File: src/rtl/fp_mul_pipe.sv
// fp_mul_pipe: 3-stage pipelined IEEE-754 multiplier with round-to-nearest-even.
// Subnormal inputs are flushed to zero. Both sides use a valid/ready handshake.
module fp_mul_pipe #(
    parameter int PRECISION = 32,
    parameter int EXPONENT  = 8,
    parameter int FRACTION  = 23
) (
    input  logic                 clk,
    input  logic                 reset_n,
    input  logic                 in_valid,
    output logic                 in_ready,
    input  logic [PRECISION-1:0] a_operand,
    input  logic [PRECISION-1:0] b_operand,
    output logic                 out_valid,
    input  logic                 out_ready,
    output logic [PRECISION-1:0] result,
    output logic [3:0]           flags
);
    localparam int EW = EXPONENT + 2;
    localparam int MW = FRACTION + 1;
    localparam logic signed [EW-1:0] BIAS = EW'((1 << (EXPONENT - 1)) - 1);
    localparam logic signed [EW-1:0] EMAX = EW'((1 << EXPONENT) - 1);
    localparam logic [PRECISION-1:0] QNAN = {1'b0, {EXPONENT{1'b1}}, 1'b1, {(FRACTION-1){1'b0}}};

    if (PRECISION != 1 + EXPONENT + FRACTION) begin : g_bad_params
        $error("fp_mul_pipe: PRECISION must equal 1+EXPONENT+FRACTION");
    end

    logic v1, v2, v3, load1, load2, load3;
    logic s1, s2, nan1, nan2, inv1, inv2, inf1, inf2, zero1, zero2;
    logic signed [EW-1:0] e1, e2;
    logic [MW-1:0] ma1, mb1;
    logic [2*MW-1:0] p2;

    // A stage may load when it is empty or its content moves on this cycle.
    assign load3 = !v3 || out_ready;
    assign load2 = !v2 || load3;
    assign load1 = !v1 || load2;
    assign in_ready = load1;
    assign out_valid = v3;

    logic [EXPONENT-1:0] ea, eb;
    logic [FRACTION-1:0] fa, fb;
    logic za, zb, ia, ib, na, nb, sna, snb, zi;

    assign ea = a_operand[PRECISION-2:FRACTION];
    assign eb = b_operand[PRECISION-2:FRACTION];
    assign fa = a_operand[FRACTION-1:0];
    assign fb = b_operand[FRACTION-1:0];
    assign za = ea == '0;
    assign zb = eb == '0;
    assign ia = &ea && fa == '0;
    assign ib = &eb && fb == '0;
    assign na = &ea && fa != '0;
    assign nb = &eb && fb != '0;
    assign sna = na && !fa[FRACTION-1];
    assign snb = nb && !fb[FRACTION-1];
    assign zi = (za && ib) || (zb && ia);

    logic msb, guard, sticky, rnd, carry, ovf, unf;
    logic [2*MW-1:0] sh;
    logic [MW:0] mant_r;
    logic [FRACTION-1:0] frac;
    logic signed [EW-1:0] e_r;
    logic [PRECISION-1:0] inf_w, zero_w, res_w;
    logic [3:0] flags_w;

    always_comb begin
        msb = p2[2*MW-1];
        sh = msb ? p2 : p2 << 1;
        guard = sh[FRACTION];
        sticky = |sh[FRACTION-1:0];
        rnd = guard && (sticky || sh[MW]);
        mant_r = {1'b0, sh[2*MW-1:MW]} + (MW+1)'(rnd);
        carry = mant_r[MW];
        frac = carry ? mant_r[MW-1:1] : mant_r[FRACTION-1:0];
        e_r = e2 + EW'(msb) + EW'(carry);
        ovf = e_r >= EMAX;
        unf = e_r[EW-1] || e_r == '0;
        inf_w = {s2, {EXPONENT{1'b1}}, {FRACTION{1'b0}}};
        zero_w = {s2, {(PRECISION-1){1'b0}}};
        res_w = nan2 ? QNAN : inf2 ? inf_w : zero2 ? zero_w : ovf ? inf_w : unf ? zero_w
              : {s2, e_r[EXPONENT-1:0], frac};
        flags_w = nan2 ? {inv2, 3'b000} : (inf2 || zero2) ? 4'b0000 : ovf ? 4'b0101
                : unf ? 4'b0011 : {3'b000, guard || sticky};
    end

    always_ff @(posedge clk or negedge reset_n) begin
        if (!reset_n) begin
            {v1, v2, v3, s1, s2, nan1, nan2, inv1, inv2, inf1, inf2, zero1, zero2} <= '0;
            e1 <= '0;
            e2 <= '0;
            ma1 <= '0;
            mb1 <= '0;
            p2 <= '0;
            result <= '0;
            flags <= '0;
        end else begin
            if (load1) v1 <= in_valid;
            if (load1 && in_valid) begin
                s1 <= a_operand[PRECISION-1] ^ b_operand[PRECISION-1];
                e1 <= EW'(ea) + EW'(eb) - BIAS;
                ma1 <= {1'b1, fa};
                mb1 <= {1'b1, fb};
                nan1 <= na || nb || zi;
                inv1 <= sna || snb || zi;
                inf1 <= ia || ib;
                zero1 <= za || zb;
            end
            if (load2) v2 <= v1;
            if (load2 && v1) begin
                s2 <= s1;
                e2 <= e1;
                p2 <= (2*MW)'(ma1) * (2*MW)'(mb1);
                nan2 <= nan1;
                inv2 <= inv1;
                inf2 <= inf1;
                zero2 <= zero1;
            end
            if (load3) v3 <= v2;
            if (load3 && v2) begin
                result <= res_w;
                flags <= flags_w;
            end
        end
    end
endmodule

File: config.mk
export PLATFORM = sky130hd
export DESIGN_NAME = fp_mul_pipe
export DESIGN_NICKNAME = d
export VERILOG_FILES = /design/src/rtl/fp_mul_pipe.sv
export SDC_FILE = /design/constraint.sdc
export NUM_CORES = 2
export LEC_CHECK = 0
export CAP_MARGIN = 30
export CELL_PAD_IN_SITES_DETAIL_PLACEMENT = 0
export CELL_PAD_IN_SITES_GLOBAL_PLACEMENT = 1
export CORE_ASPECT_RATIO = 0.6
export CORE_UTILIZATION = 50
export CTS_BUF_LIST = sky130_fd_sc_hd__clkbuf_8
export CTS_CLUSTER_DIAMETER = 50
export CTS_CLUSTER_SIZE = 10
export DETAILED_ROUTE_END_ITERATION = 16
export HOLD_SLACK_MARGIN = 0.06
export PLACE_DENSITY = 0.94
export SLEW_MARGIN = 5
export SYNTH_ARGS = -nofsm -noshare
export SYNTH_HDL_FRONTEND = slang
export SYNTH_SLANG_ARGS = --single-unit
export TNS_END_PERCENT = 5
File: constraint.sdc
create_clock -name clk -period 8.3 [get_ports clk]
set_input_delay 0.83 -clock clk [delete_from_list [all_inputs] [get_ports clk]]
set_output_delay 0.83 -clock clk [all_outputs]
set_load 0.05 [all_outputs]
; Word-level counts from Yosys, hierarchy flattened
; Index checks and enable logic that the tools add are counted.
; Widths: inputs -> output; s select.
[word_totals]
input_bits = 68
output_inout_bits = 38
ff_bits = 165
[op_classes]
n_mul = 1
n_lt_le_gt_ge = 1
n_bitwise = 1
n_mux = 11
reduce_logical = 41
addsub = 5
[op_table]
columns = op, count
row1 = $mux 31, 4
row2 = $mul 24x24->48, 1
row3 = $mux 48, 1
row4 = $logic_not 23->1, 2
row5 = $reduce_bool 23->1, 2
row6 = $mux 32, 1
row7 = $add 24x1->25, 1
row8 = $mux 23, 1
row9 = $reduce_or 23->1, 1
row10 = $add 10x1->10, 2
row11 = $logic_not 8->1, 2
row12 = $reduce_and 8->1, 2
row13 = $logic_or 1x1->1, 14
row14 = $logic_and 1x1->1, 12
row15 = $ge 10x9->1 const B, 1
row16 = $logic_not 10->1, 1
row17 = $sub 9x7->10 const B, 1
row18 = $add 8x8->9, 1
row19 = $mux 3, 2
row20 = $logic_not 1->1, 5
row21 = $mux 4, 1
row22 = $mux 2, 1
row23 = $xor 1x1->1, 1

; Logic depth before layout (Yosys ltp)
[depth]
depth_word = 13
mapped_depth = 27
depth_no_buf = 24

; Worst setup path before layout
; No wires, ideal clock.
[synth_path]
path_type = register -> register
startpoint = register mb1[3]
endpoint = register p2[45]
setup_time_ps = 69
setup_slack_ps = 1656
arrival_ps = 6575
required_ps = 8231
period_less_slack_ps = 6644
path_stages_with_launch = 27
path_buffers = 2
cell_sequence = dfrtp_1 clkbuf_1 clkbuf_1 nand2_1 fa_1 inv_1 fa_1 inv_1 fa_1 inv_1 fa_1 inv_1 fa_1 inv_1 fa_1 inv_1 fa_1 inv_1 ha_1 nand2_1 nor2_1 o211ai_1 a311o_1 a211oi_1 nor2_1 or4_1 nand3_1
[synth_via]
elab_chain_len = 1
[synth_rtl]
columns = element, line
row1 = "start, declared", 32  ; logic [MW-1:0] ma1, mb1;
row2 = "start signal, assigned", 104  ; mb1 <= {1'b1, fb};
row3 = $mul 24x24->48, 114  ; p2 <= (2*MW)'(ma1) * (2*MW)'(mb1);
row4 = "end signal, assigned", 114
row5 = "end, declared", 33  ; logic [2*MW-1:0] p2;
; No other way between the ends.
; A chain may end at the register's enable or synchronous reset.

; Worst setup path in the final report
[layout_path]
startpoint = register ma1[19]
endpoint = register p2[47]
[layout_via]
elab_chain_len = 1
[layout_rtl]
columns = element, line
row1 = "start, declared", 32
row2 = "start signal, assigned", 103  ; ma1 <= {1'b1, fa};
row3 = $mul 24x24->48, 114
; No other way between the ends.

==> results.cfg <==
[sta]
skew_ns = 0.0191
tightest_slew_ns = 1.02
min_period_ns = 7.55
relSlewSlack_pct = 32.0
slew_violations = 0
setup_viol = 0
final.setup.tns_ns = 0
finalCritPeriodShare_pct = 91.0
setup_slack_ns = 0.751
finalHoldViolations = 0
holdWs_ns = 0.186
fmax_mhz = 132
rsz0062_at_grt = false

[routing]
drt_iter0_drc = 1544
antenna_left = 0
routed_wl_um = 70000
route.vias.total = 20800
vias_per_cell = 5.47
drt_first_pass_iters = 6
post_drt_wl_per_cell_um = 18.4
post-route-drc-count = 0

[yosys]
synthArstFlopShare_pct = 100
synth-seq-area-share_pct = 15.1
synth_seq_cells = 164
syn_nets = 3827
synth_edf_count = 0
avgSynthCellArea_um2 = 8.82
ys.flop_type = dfrtp_1
synth_cells = 3083
ys_types = 84
synth_area_mm2 = 0.0272
yosysWarnings = 0

[clock_tree]
cts_buffers = 17
path_clk_slew_ns = 0.11
clockBufferDepth = 2
cts_resized = 0
clk_latency_ns = 0.53
cts_tree = built
root_buffer = clkbuf_8
htree_levels = 4
cts.sinks = 164
cts_setup_buffers = 0
hold_buffers = 0

[floorplan]
die_h_um = 183
core-area_mm2 = 0.0531
die_area_mm2 = 0.0553
ios = 106
rows = 65
floorplan.initialDensity_pct = 51.2
die_x_um = 303

[placement]
place_area_mm2 = 0.0288
dp_hpwl_um = 56900
gp_congestion = 0.932
dp_slack_ns = 0.738
port_buffers = 105

[layout]
final_nets = 3834
most-common-layout-cells = nand2_1 (629), inv_1 (547), fa_1 (484)
syn_to_final_growth_pct = 8.39
layout-drive-gt1-share_pct = 3.61
final_cell_area_mm2 = 0.0295
antenna_cells = 0
final_common_cell = nand2_1
nFillCells = 4676

[critical_path]
start_kind = flop
cp-end-kind = flop
worstSetupPathType = flop to flop
cp_max_fo = 25
crit_arrival_ns = 7.93
required_ns = 8.68

[hold_path]
worstHoldPathType = primary input to async pin

[grt]
grt_util_all_layers_pct = 26.5
grt_overflow = 0
grt_pass1_vias = 22300
antenna_found_initial = 0
grt_pass1_wl_um = 116000
grt_max_degree = 107

[run]
max-cap-violations = 0

[status]
outcome = completed
[kinds of logic after synthesis]
family	Yosys count	synth area share, %
and+or+nand+nor	1140	20.0
buffers and inverters	715	10.2
adders and majority gates	676	44.5
AOI/OAI and AO/OA	286	6.78
DFF	164	15.1
xor gates and xnor gates	83	2.73
muxes	19	0.709
[synth_stat cells, types with 10 or more instances]
library cell  count  area [um^2]
a31oi_1          10         62.6
inv_1           546         2050
clkbuf_1        149          559
and3_1           11         68.8
a21oi_1          75          375
xnor2_1          40          350
nor4_1           20          125
ha_1            192         2400
o21ai_0          79          395
and2_1          303         1900
xor2_1           41          359
nand3_1          34          170
nand4_1          33          206
nor2_1           58          218
a22o_1           13          114
dfrtp_1         164         4100
nand2_1         631         2370
fa_1            484         9690
mux2i_1          17          170
a21o_1           32          240
[metal layers]
metal  share of wire [%]  wire (um)  track usage [%]
met1                  45      31600             38.3
met2                  46      32200             41.5
met3                 7.3       5110             5.00
met4                 1.6       1100             5.87
met5                   0          0                0
[registers in the layout, indices dropped and copies added (netlist names)]
register and count:
inv2 1, v1 1, p2 48, s2 1, nan1 1, inf2 1, zero1 1, flags 4
ma1 24, out_valid 1, e2 10, zero2 1, v2 1, mb1 23, inv1 1, nan2 1
inf1 1, e1 10, s1 1, result 32
[per-stage QoR]
stage	util [%]	cells
after floorplan	-	3083
after global placement	54.0	3759
after detailed placement	54.2	3762
after CTS	54.9	3794
after global routing	55.5	3806
final	55.5	3806
[worst max-delay path, stage by stage, from the launching register on]
cell	delay, ns
dfrtp_1	0.98
and2_1	0.27
fa_1	0.43
fa_1	0.58
inv_1	0.06
fa_1	0.45
fa_1	0.54
inv_1	0.06
fa_1	0.58
fa_1	0.44
fa_1	0.49
ha_1	0.41
a21oi_1	0.22
o21ai_0	0.23
a2111oi_0	0.56
buf_4	0.21
o211ai_1	0.09
o21ai_1	0.36
o21ai_1	0.15
xnor2_1	0.17
o21ai_0	0.09
[area by class of cell]
type	count	area, um^2	area share [%]
inverter	546	2050	6.96
sequential	164	4100	13.9
tap	703	880	2.99
timing repair buffer	157	1730	5.87
clock inverter	15	145	0.493
clock buffer	17	234	0.794
multi-input combinational	2204	20300	69.0
[final timing paths]
kind,startpoint,to,slack [ns],cells after the start
min in group clk,s1,s2,0.48,2
hold / removal,reset_n,ma1[20],0.19,1
setup / recovery,ma1[19],p2[47],0.75,20
hold reg to reg,s1,s2,0.48,2
setup reg to reg,ma1[19],p2[47],0.75,20
max in group asynchronous,reset_n,mb1[0],6.55,3
Power is not shown: default switching activity piles up to over one toggle a cycle in this logic, so the estimate is an artifact.
